`config.mk`:
```
export PLATFORM = sky130hd
export DESIGN_NAME = dcache_writeline_arbiter_flat
export DESIGN_NICKNAME = d
export VERILOG_FILES = /design/src/rtl/dcache_writeline_arbiter_if.sv /design/src/rtl/dcache_writeline_arbiter.sv /design/src/flat_wrapper.sv
export SDC_FILE = /design/constraint.sdc
export NUM_CORES = 1
export LEC_CHECK = 0
export BUFFER_PORTS_ARGS = -buffer_cell sky130_fd_sc_hd__buf_4
export CORE_AREA = 4 4 200 202
export CTS_CLUSTER_DIAMETER = 30
export DETAILED_ROUTE_END_ITERATION = 12
export DIE_AREA = 0 0 204 206
export GPL_TIMING_DRIVEN = 0
export PLACE_DENSITY = 0.54
export SLEW_MARGIN = 20
export SYNTH_ARGS = -nofsm -noshare
export SYNTH_HDL_FRONTEND = slang
export SYNTH_SLANG_ARGS = --single-unit
export TNS_END_PERCENT = 1
```
`constraint.sdc`:
```
create_clock -name clk -period 2.1 [get_ports clk]
set_input_delay 0.42 -clock clk [delete_from_list [all_inputs] [get_ports clk]]
set_output_delay 0.42 -clock clk [all_outputs]
set_load 0.01 [all_outputs]
```
`src/rtl/dcache_writeline_arbiter_if.sv`:
```
// Bundle of the evict, flush, memory writeline and hazard-check signals around the
// dcache writeline arbiter. slave = arbiter view, master = surrounding logic view.
interface dcache_writeline_arbiter_if #(
  parameter int ADDR_W = 32,
  parameter int LINE_W = 128
);
  logic              evict_do;
  logic [ADDR_W-1:0] evict_address;
  logic [LINE_W-1:0] evict_line;
  logic              evict_done;

  logic              flush_do;
  logic [ADDR_W-1:0] flush_address;
  logic [LINE_W-1:0] flush_line;
  logic              flush_done;

  logic              writeline_do;
  logic              writeline_done;
  logic [ADDR_W-1:0] writeline_address;
  logic [LINE_W-1:0] writeline_line;

  logic [ADDR_W-1:0] hazard_address;
  logic              hazard_active;
  logic              busy;

  modport slave (
    input  evict_do, evict_address, evict_line,
    input  flush_do, flush_address, flush_line,
    input  writeline_done, hazard_address,
    output evict_done, flush_done,
    output writeline_do, writeline_address, writeline_line,
    output hazard_active, busy
  );

  modport master (
    output evict_do, evict_address, evict_line,
    output flush_do, flush_address, flush_line,
    output writeline_done, hazard_address,
    input  evict_done, flush_done,
    input  writeline_do, writeline_address, writeline_line,
    input  hazard_active, busy
  );
endinterface

```
`src/rtl/dcache_writeline_arbiter.sv`:
```
// Round-robin arbiter sharing the dcache memory writeline port between dirty-line
// eviction and the WBINVD flush sequencer, with a same-line hazard check for reads.
module dcache_writeline_arbiter #(
  parameter int ADDR_W = 32,
  parameter int LINE_W = 128
) (
  input  logic                      clk,
  input  logic                      rst_n,
  dcache_writeline_arbiter_if.slave bus
);

  localparam int TAG_W = ADDR_W - 4;

  typedef enum logic {IDLE = 1'b0, BUSY = 1'b1} state_e;
  typedef enum logic {GNT_EVICT = 1'b0, GNT_FLUSH = 1'b1} grant_e;

  state_e             state_q, state_d;
  grant_e             grant_q, grant_d;
  grant_e             last_grant_q, last_grant_d;
  logic [TAG_W-1:0]   tag_q, tag_d;
  logic [LINE_W-1:0]  line_q, line_d;

  logic [TAG_W-1:0]   evict_tag, flush_tag, hazard_tag;
  logic               unused_low_bits;

  assign evict_tag  = bus.evict_address[ADDR_W-1:4];
  assign flush_tag  = bus.flush_address[ADDR_W-1:4];
  assign hazard_tag = bus.hazard_address[ADDR_W-1:4];
  assign unused_low_bits = ^{bus.evict_address[3:0], bus.flush_address[3:0],
                             bus.hazard_address[3:0]};

  // NOTE: the latched line is a single register, not an array, so it is reset
  // like any other flop; a reset-to-zero output is part of the interface contract.
  // NOTE: sequential state uses non-blocking assignments only, so every flop
  // samples its _d value from before the edge regardless of statement order.
  always_ff @(posedge clk or negedge rst_n) begin
    if (!rst_n) begin
      state_q      <= IDLE;
      grant_q      <= GNT_EVICT;
      last_grant_q <= GNT_FLUSH;
      tag_q        <= '0;
      line_q       <= '0;
    end else begin
      state_q      <= state_d;
      grant_q      <= grant_d;
      last_grant_q <= last_grant_d;
      tag_q        <= tag_d;
      line_q       <= line_d;
    end
  end

  // NOTE: every variable gets a hold-value default first so no path infers a latch.
  always_comb begin
    state_d      = state_q;
    grant_d      = grant_q;
    last_grant_d = last_grant_q;
    tag_d        = tag_q;
    line_d       = line_q;
    unique case (state_q)
      IDLE: begin
        if (bus.evict_do || bus.flush_do) begin
          if (bus.evict_do && bus.flush_do) begin
            grant_d = (last_grant_q == GNT_FLUSH) ? GNT_EVICT : GNT_FLUSH;
          end else begin
            grant_d = bus.evict_do ? GNT_EVICT : GNT_FLUSH;
          end
          last_grant_d = grant_d;
          tag_d        = (grant_d == GNT_EVICT) ? evict_tag : flush_tag;
          line_d       = (grant_d == GNT_EVICT) ? bus.evict_line : bus.flush_line;
          state_d      = BUSY;
        end
      end
      BUSY: begin
        if (bus.writeline_done) state_d = IDLE;
      end
      default: state_d = IDLE;
    endcase
  end

  // Done pulses come straight from writeline_done so the requester sees them in the same cycle.
  always_comb begin
    bus.busy              = (state_q == BUSY);
    bus.writeline_do      = (state_q == BUSY);
    bus.writeline_address = {tag_q, 4'd0};
    bus.writeline_line    = line_q;
    bus.evict_done        = 1'b0;
    bus.flush_done        = 1'b0;
    bus.hazard_active     = 1'b0;
    if (state_q == BUSY) begin
      bus.evict_done    = bus.writeline_done && (grant_q == GNT_EVICT);
      bus.flush_done    = bus.writeline_done && (grant_q == GNT_FLUSH);
      bus.hazard_active = (tag_q == hazard_tag);
    end else begin
      bus.hazard_active = (bus.evict_do && (evict_tag == hazard_tag)) ||
                          (bus.flush_do && (flush_tag == hazard_tag));
    end
  end

endmodule

```
`src/flat_wrapper.sv`:
```
// flat-port wrapper written by rule: the top's interface ports become plain ports
module dcache_writeline_arbiter_flat 
#(
  parameter int ADDR_W = 32,
  parameter int LINE_W = 128
)
  (clk, rst_n, bus_evict_do, bus_evict_address, bus_evict_line, bus_flush_do, bus_flush_address, bus_flush_line, bus_writeline_done, bus_hazard_address, bus_evict_done, bus_flush_done, bus_writeline_do, bus_writeline_address, bus_writeline_line, bus_hazard_active, bus_busy);
  dcache_writeline_arbiter_if #(.ADDR_W(ADDR_W), .LINE_W(LINE_W)) bus_i ();
  input  logic clk;
  input  logic rst_n;
  input wire logic [$bits(bus_i.evict_do)-1:0] bus_evict_do;
  input wire logic [$bits(bus_i.evict_address)-1:0] bus_evict_address;
  input wire logic [$bits(bus_i.evict_line)-1:0] bus_evict_line;
  input wire logic [$bits(bus_i.flush_do)-1:0] bus_flush_do;
  input wire logic [$bits(bus_i.flush_address)-1:0] bus_flush_address;
  input wire logic [$bits(bus_i.flush_line)-1:0] bus_flush_line;
  input wire logic [$bits(bus_i.writeline_done)-1:0] bus_writeline_done;
  input wire logic [$bits(bus_i.hazard_address)-1:0] bus_hazard_address;
  output wire logic [$bits(bus_i.evict_done)-1:0] bus_evict_done;
  output wire logic [$bits(bus_i.flush_done)-1:0] bus_flush_done;
  output wire logic [$bits(bus_i.writeline_do)-1:0] bus_writeline_do;
  output wire logic [$bits(bus_i.writeline_address)-1:0] bus_writeline_address;
  output wire logic [$bits(bus_i.writeline_line)-1:0] bus_writeline_line;
  output wire logic [$bits(bus_i.hazard_active)-1:0] bus_hazard_active;
  output wire logic [$bits(bus_i.busy)-1:0] bus_busy;
  assign bus_i.evict_do = bus_evict_do;
  assign bus_i.evict_address = bus_evict_address;
  assign bus_i.evict_line = bus_evict_line;
  assign bus_i.flush_do = bus_flush_do;
  assign bus_i.flush_address = bus_flush_address;
  assign bus_i.flush_line = bus_flush_line;
  assign bus_i.writeline_done = bus_writeline_done;
  assign bus_i.hazard_address = bus_hazard_address;
  assign bus_evict_done = bus_i.evict_done;
  assign bus_flush_done = bus_i.flush_done;
  assign bus_writeline_do = bus_i.writeline_do;
  assign bus_writeline_address = bus_i.writeline_address;
  assign bus_writeline_line = bus_i.writeline_line;
  assign bus_hazard_active = bus_i.hazard_active;
  assign bus_busy = bus_i.busy;
  dcache_writeline_arbiter #(.ADDR_W(ADDR_W), .LINE_W(LINE_W)) u_core (.clk(clk), .rst_n(rst_n), .bus(bus_i));
endmodule
```
### Word level (Yosys, flattened, before mapping)

Cells that the tools add are included.

* equal/unequal tests: 3
* muxes and demuxes: 13
* bitwise gates (word level): 2
* reduce and logical (&&, ||, !) cells: 8

Operators by type and width (number)
* 128-bit 2-to-1 mux: 1
* 28-bit equality test: 3
* 28-bit 2-to-1 mux: 1
* 1-bit 2-to-1 mux: 10
* 1-bit logical AND: 5
* 1-bit logical OR: 2
* 1-bit inverter: 2
* 1-bit case mux with 2 select lines: 1
* 2-bit AND reduction: 1

* register bits: 159
* input port bits: 357
* output and inout port bits: 165
* logic and storage cells: 31

### Logic depth before layout (Yosys ltp)

Gate-level depths: netlist (run 1).

* depth after elaboration: 5
* mapped depth: 6
* depth with buffers taken out: 5

### Worst setup path before layout (run 1)

Ideal clock, no wire load.

* path type: input to output
* start point: in bus_evict_address[21]
* end point: out bus_hazard_active
* arrival time: 1.307 ns
* data required time: 1.680 ns
* path slack: 0.373 ns
* stages on the path: 5
* buffers on the path: 0
* cells stage by stage: xnor2_1 -> nand4_1 -> nor4_1 -> a22oi_1 -> o21ai_0

* word-level cells in the longest chain between the ends: 4

Ends and longest elaborated chain
* start: declaration: line flat_wrapper.sv:12 `input wire logic [$bits(bus_i.evict_address)-1:0] bus_evict_address;`
* 28-bit equality test: line dcache_writeline_arbiter.sv:94 `bus.hazard_active = (bus.evict_do && (evict_tag == hazard_tag)) ||`
* 1-bit logical AND: line dcache_writeline_arbiter.sv:94
* 1-bit logical OR: line dcache_writeline_arbiter.sv:94
* 1-bit 2-to-1 mux: line dcache_writeline_arbiter.sv:89 `if (state_q == BUSY) begin`
* end: declaration: line flat_wrapper.sv:24 `output wire logic [$bits(bus_i.hazard_active)-1:0] bus_hazard_active;`

No other way between the ends.

### Worst setup path in the final report (run 1)

* start point: reg u_core.tag_q[10]
* end point: out bus_hazard_active

* word-level cells in the longest chain between the ends: 2

Ends and longest elaborated chain
* start: declaration: line dcache_writeline_arbiter.sv:20 `logic [TAG_W-1:0] tag_q, tag_d;`
* start signal: assignment: line dcache_writeline_arbiter.sv:47 `tag_q <= tag_d;`
* 28-bit equality test: line dcache_writeline_arbiter.sv:92 `bus.hazard_active = (tag_q == hazard_tag);`
* 1-bit 2-to-1 mux: line dcache_writeline_arbiter.sv:89

No other way between the ends.

==> results_dict.tcl, run 1 <==
set metrics [dict create \
    outcome "finished, violations left" \
    failed_checks "setup timing" \
    start_util_pct 21.45 \
    gr-usage-all-layers_pct 16.88 \
    dieHeight_um 206 \
    synth_top_area_cell "dfrtp_1" \
    grt_pass1_vias 8661 \
    timing.rr.start "u_core.bus.busy" \
    r2r_cells 6 \
    io-pin-count 522 \
    vias 7945 \
    first_iter_violations 260 \
    min_period_ps 2429 \
    required_ps 1680 \
    antenna_left 0 \
    clkTransAtPathRegs_ps 70 \
    syn_to_final_growth_pct 62.93 \
    yosysUniqueCellTypes 23 \
    rows 72 \
    switching_share_pct 33.84 \
    p_switching_mw 3.925 \
    drv_cap 0 \
    syn_avg_cell_area_um2 10.15 \
    n_fill_cell 3996 \
    worstSetupPathType "reg2out" \
    critical_path.endpoint "bus_hazard_active" \
    final_util_pct 34.95 \
    final_max_slew_viol_count 0 \
    grt_remaining_overflow 0 \
    hold_path.class "in2reg" \
    cts-buffers-inserted 17 \
    reg2reg_to "u_core.tag_q[3]" \
    num_antenna_cells 0 \
    ys_seq_elements 159 \
    cp_common_cell "nand4_1" \
    crit_chain "xnor2_1 -> nand4_1 -> nor4_2 -> nand4_1 -> o21ai_2 -> buf_6" \
    seqPwrFrac_pct 37.1 \
    netlist_area_mm2 0.008213 \
    final_cell_mix "buf_4, nand2_1, mux2i_1, dfrtp_1, o21ai_1" \
    root_buffer "clkbuf_16" \
    routed_via_density 4.242 \
    hold_viol 0 \
    ff2ff_setup_slack_ps 70 \
    fin_skew_ps 9.620 \
    yosysWarnings 0 \
    post-route-period-util_pct 115.7 \
    startpoint_type "flip-flop" \
    max_stage_delay_ps 420 \
    wl_per_cell_um 19.65 \
    clk_latency_ps 440 \
    multiInputGateArea_mm2 0.003980 \
    numPortBuffers 505 \
    rsz0062_at_grt "true" \
    crit_family "simple AND/OR/NAND/NOR gates" \
    pre_cts_ws_ps -542.3 \
    dp_hpwl_mm 30.45 \
    fmax_ghz 0.4117 \
    grt_pass1_wl_mm 53.27 \
    endpoint_kind "output pin" \
    antenna_found_initial 0 \
    crit_slowest_cell "dfrtp_1" \
    seq_area_mm2 0.003983 \
    coreArea_mm2 0.03829 \
    wirelength_mm 36.81 \
    dr.pass1.iters 4 \
    max_slew.worst_pin.slew_ps 638.3 \
    netlist_top_cells_area "dfrtp_1, mux2i_1, xnor2_1" \
    fp.dieW_um 204 \
    grt_max_degree 86 \
    h-tree-depth 4 \
    final_common_cell "buf_4" \
    yosys.area.top_type_share_pct 48.14 \
    crit_arrival_ps 2010 \
    drc 0 \
    internal-power_mw 7.673 \
    pwr-share-comb_pct 35.9 \
    setup_viol 1 \
    die_area_mm2 0.04202 \
    maxSlewHeadroom_pct 57.45 \
    nNetsFinal 1700 \
    gp_congestion 0.9262 \
    clockPowerShare_pct 27.0 \
    final.setup.worst_slack_ps -329.0 \
    ir_drop_uv 498.8 \
    cp_num_buf_inv 1 \
    startpoint "u_core.tag_q[10]" \
    power.density_mw_per_mm2 866.7 \
    p_leak_nw 6.829 \
    drive_above_1_share_pct 44.06 \
    cts.sinks 159 \
    cts_buffer_depth 2 \
    crit_cells 6 \
    path_max_fanout 3 \
    cts_tree "built" \
    ys_seq_area_share_pct 48.46 \
    syn_inst 809 \
]
logic make-up after synthesis:
group,Yosys count,synth area share [%]
xor gates and xnor gates,84,8.958
other,1,0.04566
DFF,159,48.46
muxes,158,19.29
buffers and inverters,57,3.778
and+or+nand+nor,189,9.461
AOI/OAI and AO/OA,161,10.01
Yosys cell counts (all sizes together):
master / count
nand2: 160
o21bai: 1
buf: 41
dfrtp: 158
nor2: 1
clkbuf: 15
o31a: 1
dfstp: 1
o21ai: 158
nand4: 17
nand3: 2
nor4: 8
xnor2: 73
mux2: 2
conb: 1
inv: 1
xor2: 11
mux2i: 156
a22oi: 1
and3: 1
registers in the layout (all words and copies together) (netlist names):
| name | count |
|---|---|
| u_core.bus.busy | 1 |
| u_core.bus.writeline_line | 128 |
| u_core.grant_q | 1 |
| u_core.last_grant_q | 1 |
| u_core.tag_q | 28 |
final cells by class:
cell class / instances / area share [%]
flip-flops and latches: 159 / 29.76
clock buffers: 19 / 3.310
well taps: 518 / 4.843
clock inverters: 12 / 1.010
multi-input cells: 596 / 29.74
inverters: 1 / 0.02805
repair buffers: 512 / 28.98
plain buffers: 56 / 2.328
worst min-delay path by stage:
stage,startpoint,cells after the start,endpoint
final,bus_evict_line[25],3,u_core.bus.writeline_line[25]
after global routing,bus_evict_line[25],3,u_core.bus.writeline_line[25]
after CTS,bus_evict_line[25],3,u_core.bus.writeline_line[25]
after detailed placement,rst_n,1,u_core.bus.writeline_line[9]
after global placement,u_core.bus.writeline_line[120],2,u_core.bus.writeline_line[120]
after floorplan,rst_n,0,u_core.bus.busy
repair_timing:
item,CTS,global route
hold buffers,1,0
buffers inserted,1,4
endpoints found under the setup margin,159,159
resized for setup,8,6
hold endpoints to repair,73,0
pin swaps,4,8
stage by stage:
step	instance area (um2)	power [mW]	setup TNS (ps)	std cells	hold slack [ps]
floorplan	8224	5.990	0	812	124.4
global placement	12660	8.490	-118020	1835	466.6
detailed placement	12700	8.539	-77230	1836	440.2
CTS	13340	11.78	-46630	1869	208.5
global route	13380	12.31	-7124	1873	226.6
finish	13380	11.60	-329.0	1873	251.5
tightest hold or removal path: cells and delay by family:
kind,cells,cell delay (ps)
compound gates,1,100
buf+inv,1,70
mux,1,50
per-layer routing:
layer	routed length (um)	track usage, %	vias to the layer above	part of all wire (%)
met5	0	0	-	0
met4	755	5.528	0	2.1
met1	14560	19.79	3747	40
li1	-	-	3835	-
met3	2699	4.613	32	7.3
met2	18790	29.98	331	51
power groups by stage:
stage | registers [mW] | clock network [mW] | logic [mW]
5_1_grt | 4.39 | 3.38 | 4.54
3_3_place_gp | 4.30 | 0 | 4.19
4_1_cts | 4.30 | 3.25 | 4.22
3_5_place_dp | 4.34 | 0 | 4.20
6_report | 4.30 | 3.13 | 4.17
2_1_floorplan | 4.59 | 0 | 1.40
Power figures use the tool's default switching activity.
==> run 2, diff against run 1 <==
==> constraint.sdc (replaced) <==
create_clock -name clk -period 2.1 [get_ports clk]
set_input_delay 0.525 -clock clk [delete_from_list [all_inputs] [get_ports clk]]
set_output_delay 0.525 -clock clk [all_outputs]
set_load 0.01 [all_outputs]
==> run 2 against run 1 <==
  * Utilization shrank 0.16 points
  * The run still ends with setup timing left
  * Cell count down 0.27%
  * Maximum frequency decreased by 6.6%
  * Sequential power about the same
  * Highest routed layer unchanged
  * Sequential share of layout area grew 0.12 points
  * Register-to-register slack got worse by 130 ps
  * Critical path type unchanged
==> results_dict.tcl, run 2 (synthesized netlist as in run 1, its figures left out) <==
set metrics [dict create \
    outcome "finished, violations left" \
    reg2reg_to "u_core.tag_q[7]" \
    p_leak_nw 6.787 \
    vias 7984 \
    coreArea_mm2 0.03829 \
    final_max_slew_viol_count 0 \
    cts.sinks 159 \
    antenna_found_initial 1 \
    gp_congestion 0.9262 \
    rsz0062_at_grt "true" \
    path_max_fanout 3 \
    setup_viol 52 \
    grt_max_degree 86 \
    cts_hold_buf 0 \
    rows 72 \
    fin_skew_ps 7.695 \
    ff2ff_setup_slack_ps -60 \
    final_util_pct 34.79 \
    dp_hpwl_mm 30.45 \
    max_stage_delay_ps 400 \
    endpoint_kind "output pin" \
    fp.dieW_um 204 \
    numPortBuffers 505 \
    largest_reg_flops 128 \
    worstSetupPathType "reg2out" \
    max_slew.worst_pin.slew_ps 643.8 \
    cts_buffer_depth 2 \
    power.density_mw_per_mm2 867.5 \
    maxSlewHeadroom_pct 57.08 \
    startpoint_type "flip-flop" \
    hold_viol 0 \
    die_area_mm2 0.04202 \
    ir_drop_uv 498.9 \
    timing.rr.start "u_core.bus.busy" \
    dr.pass1.iters 4 \
    grt_pass1_wl_mm 53.07 \
    min_period_ps 2600 \
    gr-usage-all-layers_pct 16.87 \
    grt_pass1_vias 8671 \
    h-tree-depth 4 \
    io-pin-count 522 \
    power_mw 11.56 \
    fmax_ghz 0.3846 \
    n_fill_cell 3995 \
    antenna_left 0 \
    cts_tree "built" \
    crit_slowest_cell "dfrtp_1" \
    root_buffer "clkbuf_16" \
    final.setup.worst_slack_ps -499.8 \
    wl_per_cell_um 19.70 \
    wirelength_mm 36.81 \
    dieHeight_um 206 \
    post-route-period-util_pct 123.8 \
    cts_setup_buffers 0 \
    drive_above_1_share_pct 43.66 \
    first_iter_violations 285 \
    routed_via_density 4.274 \
    final_common_cell "buf_4" \
    clk_latency_ps 440 \
    nNetsFinal 1694 \
    drv_cap 0 \
    grt_remaining_overflow 0 \
    crit_chain "xnor2_1 -> nand4_1 -> nor4_2 -> nand4_1 -> o21ai_1 -> buf_4" \
    failed_checks "setup timing" \
    crit_arrival_ps 2070 \
    start_util_pct 21.45 \
    cp_common_cell "nand4_1" \
    r2r_cells 6 \
    hold_path.class "in2async" \
    syn_to_final_growth_pct 62.20 \
    cts-buffers-inserted 17 \
    required_ps 1570 \
    drc 0 \
    clkTransAtPathRegs_ps 70 \
    final_cell_mix "buf_4, nand2_1, dfrtp_1" \
]
## run 2: metal layers
layer | vias to the layer above | global-route usage (%) | routed length (um)
met5 | - | 0 | 0
met4 | 0 | 6.676 | 954
met3 | 40 | 4.660 | 2808
met2 | 352 | 29.36 | 18600
met1 | 3763 | 19.77 | 14450
li1 | 3829 | - | -
## run 2: report_power, final
part	internal (mW)	switching [mW]	total (mW)
Clock	1.78	1.35	3.13
Sequential	3.79	0.511	4.30
Combinational	2.07	2.06	4.13
## run 2: repair_timing
item	CTS	global route
setup endpoints to repair	159	159
endpoints found under the hold margin	0	0
gates resized for setup	8	0
pin swaps	1	0
## run 2: per-stage QoR
stage | cell area (um2) | std cells | setup slack, ps | TNS, ps | hold WS (ps)
after floorplan | 8224 | 812 | 163.1 | 0 | 229.4
after global placement | 12660 | 1835 | -558.3 | -151410 | 466.6
after detailed placement | 12700 | 1836 | -647.3 | -94030 | 471.6
after CTS | 13320 | 1867 | -475.5 | -26310 | 48.63
after global routing | 13320 | 1868 | -518.5 | -32360 | 56.17
final | 13320 | 1868 | -499.8 | -1661 | 30.52
## run 2: area by class of cell
cell class / count / area [um2] / area share [%]
plain buffers: 56 / 309.0 / 2.320
inverters: 1 / 3.754 / 0.02818
repair buffers: 506 / 3826 / 28.72
clock buffers: 19 / 442.9 / 3.325
multi-input cells: 596 / 3974 / 29.83
clock inverters: 12 / 135.1 / 1.014
well taps: 518 / 648.1 / 4.865
diodes: 1 / 2.502 / 0.01878
flip-flops and latches: 159 / 3980 / 29.88
## run 2: critical path: cells and delay by family (launching register included)
kind,cells,cell delay [ps]
AOI/OAI and AO/OA,1,150
DFF,1,400
and+or+nand+nor,3,720
xor gates and xnor gates,1,190
buffers and inverters,1,170
## run 2: how the worst max path moves through the flow
stage / start / end / cells after the start
global route: u_core.tag_q[5] / bus_hazard_active / 6
floorplan: bus_evict_address[21] / bus_hazard_active / 5
finish: u_core.tag_q[5] / bus_hazard_active / 6
detailed placement: bus_flush_do / u_core.tag_q[8] / 7
CTS: u_core.tag_q[5] / bus_hazard_active / 6
global placement: bus_flush_do / u_core.tag_q[3] / 7
